**config.mk**
```make
export PLATFORM = sky130hd
export DESIGN_NAME = switch_allocator_flat
export DESIGN_NICKNAME = d
export VERILOG_FILES = /design/src/rtl/switch_allocator_if.sv /design/src/rtl/switch_allocator.sv /design/src/flat_wrapper.sv
export SDC_FILE = /design/constraint.sdc
export NUM_CORES = 1
export LEC_CHECK = 0
export CELL_PAD_IN_SITES_DETAIL_PLACEMENT = 1
export CELL_PAD_IN_SITES_GLOBAL_PLACEMENT = 2
export CORE_UTILIZATION = 30
export CTS_CLUSTER_SIZE = 30
export DETAILED_ROUTE_END_ITERATION = 10
export GPL_TIMING_DRIVEN = 0
export MAX_ROUTING_LAYER = met4
export PLACE_DENSITY = 0.79
export SETUP_SLACK_MARGIN = 0.05
export SYNTH_ARGS = -nofsm -noshare
export SYNTH_HDL_FRONTEND = slang
export SYNTH_SLANG_ARGS = --single-unit
```
**constraint.sdc**
```tcl
create_clock -name clk -period 4.5 [get_ports clk]
set_input_delay 0.45 -clock clk [delete_from_list [all_inputs] [get_ports clk]]
set_output_delay 0.45 -clock clk [all_outputs]
set_load 0.1 [all_outputs]
```
**src/rtl/switch_allocator_if.sv**
```systemverilog
// Bundle between the input units, the switch allocator and the crossbar:
// head-of-queue status and back-pressure in, grants and crossbar selects out.
interface switch_allocator_if #(
    parameter int NUM_PORTS = 5,
    parameter int PORT_W    = $clog2(NUM_PORTS)
);
    logic [NUM_PORTS-1:0]        i_req;
    logic [NUM_PORTS*PORT_W-1:0] i_dest;
    logic [NUM_PORTS-1:0]        i_tail;
    logic [NUM_PORTS-1:0]        i_out_ready;
    logic [NUM_PORTS-1:0]        o_in_grant;
    logic [NUM_PORTS-1:0]        o_out_valid;
    logic [NUM_PORTS*PORT_W-1:0] o_sel;
    logic [NUM_PORTS-1:0]        o_locked;

    // Input-unit / downstream side drives requests, sees grants.
    modport master (
        output i_req, i_dest, i_tail, i_out_ready,
        input  o_in_grant, o_out_valid, o_sel, o_locked
    );

    // Allocator side.
    modport slave (
        input  i_req, i_dest, i_tail, i_out_ready,
        output o_in_grant, o_out_valid, o_sel, o_locked
    );
endinterface

```
**src/rtl/switch_allocator.sv**
```systemverilog
// Wormhole switch allocator: one round-robin arbiter per output, each output
// locked to its winning input until that input's tail flit crosses.
module switch_allocator #(
    parameter int NUM_PORTS = 5,
    parameter int PORT_W    = $clog2(NUM_PORTS)
) (
    input logic               clk,
    input logic               reset_n,
    switch_allocator_if.slave bus
);
    localparam logic [0:0] IDLE   = 1'b0;
    localparam logic [0:0] LOCKED = 1'b1;
    localparam logic [PORT_W-1:0] LAST_PORT = PORT_W'(NUM_PORTS - 1);

    logic [0:0]        state_q [NUM_PORTS];
    logic [0:0]        state_d [NUM_PORTS];
    logic [PORT_W-1:0] owner_q [NUM_PORTS];
    logic [PORT_W-1:0] owner_d [NUM_PORTS];
    logic [PORT_W-1:0] rrPtr_q [NUM_PORTS];
    logic [PORT_W-1:0] rrPtr_d [NUM_PORTS];

    logic [NUM_PORTS-1:0] busy;
    logic [NUM_PORTS-1:0] ownerReq;
    logic [NUM_PORTS-1:0] ownerTail;
    logic [NUM_PORTS-1:0] xfer;
    logic [NUM_PORTS-1:0] inGrant;
    logic [NUM_PORTS-1:0] found;
    logic [PORT_W-1:0]    winner [NUM_PORTS];

    // An input that already owns some output may not compete for another.
    always_comb begin
        busy = '0;
        for (int j = 0; j < NUM_PORTS; j++) begin
            for (int i = 0; i < NUM_PORTS; i++) begin
                if (state_q[j] == LOCKED && owner_q[j] == PORT_W'(i)) begin
                    busy[i] = 1'b1;
                end
            end
        end
    end

    // Look up the owner's request and tail bits; a transfer needs the owner
    // to have a flit and downstream to be on, and never happens in reset.
    always_comb begin
        ownerReq  = '0;
        ownerTail = '0;
        xfer      = '0;
        for (int j = 0; j < NUM_PORTS; j++) begin
            for (int i = 0; i < NUM_PORTS; i++) begin
                if (owner_q[j] == PORT_W'(i)) begin
                    ownerReq[j]  = bus.i_req[i];
                    ownerTail[j] = bus.i_tail[i];
                end
            end
            xfer[j] = reset_n && (state_q[j] == LOCKED) && ownerReq[j]
                      && bus.i_out_ready[j];
        end
    end

    // Route each output's transfer back to the dequeue strobe of its owner.
    always_comb begin
        inGrant = '0;
        for (int j = 0; j < NUM_PORTS; j++) begin
            for (int i = 0; i < NUM_PORTS; i++) begin
                if (xfer[j] && owner_q[j] == PORT_W'(i)) begin
                    inGrant[i] = 1'b1;
                end
            end
        end
    end

    // Round-robin search per output starting at its pointer, wrapping modulo
    // NUM_PORTS; out-of-range destinations never compare equal to any output.
    always_comb begin
        logic [PORT_W:0]   sum;
        logic [PORT_W-1:0] idx;
        sum = '0;
        idx = '0;
        for (int j = 0; j < NUM_PORTS; j++) begin
            found[j]  = 1'b0;
            winner[j] = '0;
            for (int k = 0; k < NUM_PORTS; k++) begin
                sum = {1'b0, rrPtr_q[j]} + (PORT_W+1)'(k);
                if (sum >= (PORT_W+1)'(NUM_PORTS)) begin
                    sum = sum - (PORT_W+1)'(NUM_PORTS);
                end
                idx = sum[PORT_W-1:0];
                if (!found[j] && bus.i_req[idx] && !busy[idx]
                    && bus.i_dest[idx*PORT_W +: PORT_W] == PORT_W'(j)) begin
                    found[j]  = 1'b1;
                    winner[j] = idx;
                end
            end
        end
    end

    // Lock on a win; release and advance the pointer past the owner on its tail.
    always_comb begin
        for (int j = 0; j < NUM_PORTS; j++) begin
            state_d[j] = state_q[j];
            owner_d[j] = owner_q[j];
            rrPtr_d[j] = rrPtr_q[j];
            if (state_q[j] == IDLE) begin
                if (found[j]) begin
                    state_d[j] = LOCKED;
                    owner_d[j] = winner[j];
                end
            end else if (xfer[j] && ownerTail[j]) begin
                state_d[j] = IDLE;
                rrPtr_d[j] = (owner_q[j] == LAST_PORT) ? '0 : owner_q[j] + 1'b1;
            end
        end
    end

    // Per-output state registers with synchronous active-low reset.
    always_ff @(posedge clk) begin
        for (int j = 0; j < NUM_PORTS; j++) begin
            if (!reset_n) begin
                state_q[j] <= IDLE;
                owner_q[j] <= '0;
                rrPtr_q[j] <= '0;
            end else begin
                state_q[j] <= state_d[j];
                owner_q[j] <= owner_d[j];
                rrPtr_q[j] <= rrPtr_d[j];
            end
        end
    end

    // Crossbar selects and lock flags come straight from the registered state.
    always_comb begin
        bus.o_sel    = '0;
        bus.o_locked = '0;
        for (int j = 0; j < NUM_PORTS; j++) begin
            bus.o_locked[j] = (state_q[j] == LOCKED);
            if (state_q[j] == LOCKED) begin
                bus.o_sel[j*PORT_W +: PORT_W] = owner_q[j];
            end
        end
    end

    assign bus.o_in_grant  = inGrant;
    assign bus.o_out_valid = xfer;
endmodule

```
**src/flat_wrapper.sv**
```systemverilog
// flat-port wrapper written by rule: the top's interface ports become plain ports
module switch_allocator_flat 
#(
    parameter int NUM_PORTS = 5,
    parameter int PORT_W    = $clog2(NUM_PORTS)
)
  (clk, reset_n, bus_i_req, bus_i_dest, bus_i_tail, bus_i_out_ready, bus_o_in_grant, bus_o_out_valid, bus_o_sel, bus_o_locked);
  switch_allocator_if #(.NUM_PORTS(NUM_PORTS), .PORT_W(PORT_W)) bus_i ();
  input logic clk;
  input logic reset_n;
  input wire logic [$bits(bus_i.i_req)-1:0] bus_i_req;
  input wire logic [$bits(bus_i.i_dest)-1:0] bus_i_dest;
  input wire logic [$bits(bus_i.i_tail)-1:0] bus_i_tail;
  input wire logic [$bits(bus_i.i_out_ready)-1:0] bus_i_out_ready;
  output wire logic [$bits(bus_i.o_in_grant)-1:0] bus_o_in_grant;
  output wire logic [$bits(bus_i.o_out_valid)-1:0] bus_o_out_valid;
  output wire logic [$bits(bus_i.o_sel)-1:0] bus_o_sel;
  output wire logic [$bits(bus_i.o_locked)-1:0] bus_o_locked;
  assign bus_i.i_req = bus_i_req;
  assign bus_i.i_dest = bus_i_dest;
  assign bus_i.i_tail = bus_i_tail;
  assign bus_i.i_out_ready = bus_i_out_ready;
  assign bus_o_in_grant = bus_i.o_in_grant;
  assign bus_o_out_valid = bus_i.o_out_valid;
  assign bus_o_sel = bus_i.o_sel;
  assign bus_o_locked = bus_i.o_locked;
  switch_allocator #(.NUM_PORTS(NUM_PORTS), .PORT_W(PORT_W)) u_core (.clk(clk), .reset_n(reset_n), .bus(bus_i));
endmodule
```
# Word-level counts from Yosys, hierarchy flattened

Memories as Yosys holds them, arrays and structs flattened.
Cells that the tools add are included.
Widths: inputs -> output; s select.

$add $sub $neg: 50
$mul: 25
$lt $le $gt $ge: 50
Equal/unequal tests: 40
Shifts and indexed selects: 25
Mux-type cells: 337
Bitwise gates (word level): 15
Reduce and logical (&&, ||, !) cells: 195

Operator list:

| kind                | number |
|---|---|
| $shiftx 15x6->3     | 25 |
| $mux 3              | 90 |
| $mux 1              | 197 |
| $bmux 1 s3          | 50 |
| $logic_and 1x1->1   | 140 |
| $mul 3x2->5 const B | 25 |
| $lt 3x4->1 const B  | 25 |
| $ge 4x3->1 const B  | 20 |
| $sub 3x3->3 const B | 25 |
| $eq 3x2->1 const B  | 20 |
| $logic_not 1->1     | 45 |
| $add 3x2->4 const B | 10 |
| $eq 3x1->1 const B  | 10 |
| $eq 3x3->1 const B  | 10 |
| $logic_not 3->1     | 10 |
| $add 3x1->4 const B | 5 |
| $add 3x3->4 const B | 5 |
| $add 3x1->3 const B | 5 |
| $ge 3x3->1 const B  | 5 |
| $or 1x1->1          | 15 |

Flip-flop bits (word level): 0
Memory bits (writable): 35
Input bits: 32
Output and inout bits: 30
Memories: 3

Memory list:

| memory         | words | bits a word | read ports | clocked after Yosys merged registers in | write ports | line                   | text |
|---|---|---|---|---|---|---|---|
| u_core.owner_q | 5     | 3           | 5          | 0                                       | 5           | switch_allocator.sv:17 | `logic [PORT_W-1:0] owner_q [NUM_PORTS];` |
| u_core.rrPtr_q | 5     | 3           | 5          | 0                                       | 5           | switch_allocator.sv:19 | `logic [PORT_W-1:0] rrPtr_q [NUM_PORTS];` |
| u_core.state_q | 5     | 1           | 5          | 0                                       | 5           | switch_allocator.sv:15 | `logic [0:0] state_q [NUM_PORTS];` |

# Depth between registers and ports, before layout

An unclocked memory read counts as a cell.

Depth in word-level cells: 37
Depth in mapped cells: 14
Depth with buffers taken out: 13

# Worst setup path after synthesis

No wires, ideal clock.

Path type: reg2out
Start point: memory u_core.owner_q[2][0] (netlist name)
End point: output bus_o_in_grant[0]
Arrival time: 4.013 ns
Data required time: 4.050 ns
Setup slack: 0.037 ns
Cell stages (with the launch flop): 13
Path buffers: 1
Cell sequence: dfxtp_1 > inv_1 > ha_1 > clkbuf_1 > nand3b_1 > a21oi_1 > a21oi_1 > o21ai_0 > nand2_1 > a21oi_1 > and2_1 > nand2_1 > nand3_1

RTL lines:

| what        | line                   | text |
|---|---|---|
| from (decl) | switch_allocator.sv:17 |  |
| to (decl)   | flat_wrapper.sv:15     | `output wire logic [$bits(bus_i.o_in_grant)-1:0] bus_o_in_grant;` |

# Worst setup path after layout

Start point: input bus_i_req[1]
End point: output bus_o_out_valid[3]

Longest elaborated chain between the ends: 6

RTL lines:

| what                 | line                   | text |
|---|---|---|
| from (decl)          | flat_wrapper.sv:11     | `input wire logic [$bits(bus_i.i_req)-1:0] bus_i_req;` |
| $mux 1 (4 in series) | switch_allocator.sv:50 | `if (owner_q[j] == PORT_W'(i)) begin` |
| $logic_and 1x1->1    | switch_allocator.sv:55 | `xfer[j] = reset_n && (state_q[j] == LOCKED) && ownerReq[j]` |
| $logic_and 1x1->1    | switch_allocator.sv:56 | `&& bus.i_out_ready[j];` |
| to (decl)            | flat_wrapper.sv:16     | `output wire logic [$bits(bus_i.o_out_valid)-1:0] bus_o_out_valid;` |

Every way passes these cells.

==> results.cfg <==
[critical_path]
start_kind = input port
worstPathArrival_ns = 3.95
critPathTopFamily = buffers and inverters
crit_type = input port to output pin
rrSetupSlack_ns = 0.40
rr_worst_depth = 12
critPathSlowestCell = clkdlybuf4s50_1
timing.rr.end = u_core.owner_q[2][2]
cp_cell_sequence = clkdlybuf4s50_1 -> clkbuf_1 -> nand2_1 -> a21oi_1 -> a21oi_1 -> o21ai_0 -> a222oi_1 -> nor2_1 -> clkdlybuf4s50_1
cp.required_ns = 4.05
end_kind = output pin
crit_buf_inv = 3
cp_max_fo = 10
max_stage_delay_ns = 1.23
r2r_start = u_core.rrPtr_q[2][0]

[yosys]
synth-main-ff-cell = dfxtp_1
synth_top_area_share_pct = 10.0
ys_top_cells_by_area = ha_1, dfxtp_1, mux2i_1
synth_commonest_cells = nand2_1, nor2_1, a21oi_1
syn_area_sq_mm = 0.00813
synth_edf_count = 0
synth_top_area_cell = ha_1
yosysSeqAreaShare_pct = 8.62
syn_inst = 1137
syn_nets = 1239
yosysUniqueCellTypes = 89
yosysMostFrequentCell = nand2_1
ys_ff_latch = 35
ys_warn_count = 0
synth.avg_cell_area_sq_um = 7.15
synthArstFlopShare_pct = 0

[route]
vias_per_cell = 6.16
vias = 9486
remaining_drc_errors = 2
drt-initial-drc-count = 734
first_pass_iters = 10
postRouteAntennaNets = 0
wire_per_inst_microns = 22.9
routed_wl_mm = 35.2

[hold_path]
min_from = u_core.owner_q[3][0]
holdPathStages = 2
hold_class = flip-flop to flip-flop
holdPathEnd = u_core.owner_q[3][0]

[floorplan]
row_count = 59
io_pins = 62
die_h_microns = 167
core_region_area_sq_mm = 0.0264
start_util_pct = 30.8
dieWidth_microns = 167
die-area_sq_mm = 0.0278

[sta]
clock_skew_ns = 0.00718
fmax_ghz = 0.227
fin_crit_sh_pct = 97.9
finalMaxSlewViolations = 0
max_slew.worst_pin.slew_ns = 0.969
hold_viol = 0
rsz0062_at_grt = false
fin_crit_ns = 4.40
relSlewSlack_pct = 35.2
finalSetupViolations = 0

[run_status]
violations = DRC
run_status = finished with violations

[final_layout]
drive_above_1_share_pct = 8.22
num_antenna_cells = 0
finalNonFillerCells = 1539
fillers = 3298
final_util_pct = 35.4
finalNetCount = 1305
area_delta_synth_final_pct = 14.9

[global_route]
grt_overflow_total = 0
grt_pass1_wl_mm = 54.4
grt_pass1_vias = 9357
grt_antenna_before_repair = 0
grt_max_degree = 11
gr-usage-all-layers_pct = 25.7

[power_and_ir_drop]
power_density_mw_per_mm2 = 174
comb_power_share_pct = 53.3
power_switching_share_pct = 47.7
power_frac_seq_pct = 22.8
p_int_mw = 0.852
p_sw_mw = 0.776
p_leak_nw = 3.61
pwr-share-clk_pct = 24.0
peakVddDrop_uv = 105

[placement]
portBuffers = 56
dp.cells = 1528
place.gp.congestion = 0.931
hpwl_mm = 28.1

[clock_network]
clk_latency_ns = 0.30
clkSinkCount = 35
htree_levels = 2
cts_root_buf = clkbuf_16
clock_path_buffers = 2
cts-buffers-inserted = 5
path_clk_slew_ns = 0.06
cts_tree = done

[run]
max-cap-violations = 0
==> power groups by stage <==
stage                     combinational, mW  clock (mW)  sequential, mW
after global placement                0.838           0           0.375
after detailed placement              0.843           0           0.375
after CTS                             0.848       0.400           0.369
after global routing                  0.922       0.411           0.374
after floorplan                       0.582           0           0.360
final                                 0.867       0.390           0.371
==> worst register-to-register path: stages, from the launching register on <==
cell and delay [ns]:
dfxtp_1 0.46, clkbuf_2 0.33, inv_1 0.21, ha_1 0.48, clkinv_1 0.34, mux2i_1 0.20, mux4_2 0.51, a311oi_1 0.49
and2_1 0.24, nor2_1 0.08, a32o_1 0.25, nor4_1 0.28, a211oi_1 0.08
==> routing by layer <==
metal / GRT usage, % / routed length, microns / share of wire [%] / vias to the layer above
met4: 8.98 / 1160 / 3.3 / 0
met1: 32.4 / 16000 / 46 / 4694
met2: 42.5 / 16400 / 47 / 250
met3: 2.54 / 1580 / 4.5 / 66
li1: - / - / - / 4476
met5: - / 0 / 0 / -
==> registers in the layout, indices dropped and copies added, names as in the netlist <==
register,cells
u_core.state_q,5
u_core.owner_q,15
u_core.rrPtr_q,15
==> area by class of cell <==
class | instances | area (sq um) | area share (%)
plain buffers | 62 | 329 | 3.52
well taps | 335 | 419 | 4.49
flip-flops and latches | 35 | 701 | 7.50
clock buffers | 8 | 156 | 1.67
inverters | 58 | 218 | 2.33
multi-input cells | 982 | 6950 | 74.4
repair buffers | 59 | 566 | 6.06
==> worst max-delay path by stage <==
stage	endpoint	start	depth (start not counted)	slack (ns)
floorplan	bus_o_in_grant[3]	bus_i_req[0]	9	0.26
global placement	u_core.owner_q[2][0]	u_core.rrPtr_q[2][0]	11	-0.49
detailed placement	u_core.owner_q[2][0]	u_core.rrPtr_q[2][0]	11	-0.55
CTS	u_core.owner_q[2][0]	u_core.rrPtr_q[2][0]	11	0.05
global route	bus_o_out_valid[3]	bus_i_req[1]	9	0.05
finish	bus_o_out_valid[3]	bus_i_req[1]	9	0.1
==> layout by cell type (no fill, tap or decap), drive strengths merged, types with 21 or more instances in the layout <==
cell type      instances
a21oi                 75
and2                  35
buf                   28
clkbuf                49
clkdlybuf4s50         51
dfxtp                 35
ha                    65
inv                   55
mux2i                 48
nand2                 82
nand2b                23
nand3                 62
nand3b                25
nor2                  80
nor2b                 21
nor3                  33
o21ai                 62
==> cell families (layout without fill, tap and decap cells) <==
family,count (synthesis),in the layout,synth area share [%]
xor+xnor,18,18,1.94
fa+ha+maj,70,70,11.2
compound gates,347,347,29.7
buf+inv,120,187,6.67
simple gates,481,481,32.6
flops,35,35,8.62
mux,66,66,9.24
==> stage by stage <==
step | cell area [sq um] | setup TNS [ns] | setup WS, ns | total power [mW] | hold WS, ns
after CTS | 9310 | 0 | 0.0492 | 1.62 | 0.570
after detailed placement | 9110 | -2.34 | -0.546 | 1.22 | 0.563
after floorplan | 8130 | 0 | 0.256 | 0.942 | 0.496
after global routing | 9340 | 0 | 0.0509 | 1.71 | 0.605
final | 9340 | 0 | 0.0953 | 1.63 | 0.579
after global placement | 9110 | -2.11 | -0.487 | 1.21 | 0.536
==> timing repair <==
item | CTS | global route
endpoints found under the setup margin | 14 | 20
setup buffers | 3 | 0
pin swaps | 1 | 0
resized for setup | 7 | 24
hold buffers | 0 | 0
gates cloned | 0 | 0
(Power assumes the default switching activity.)
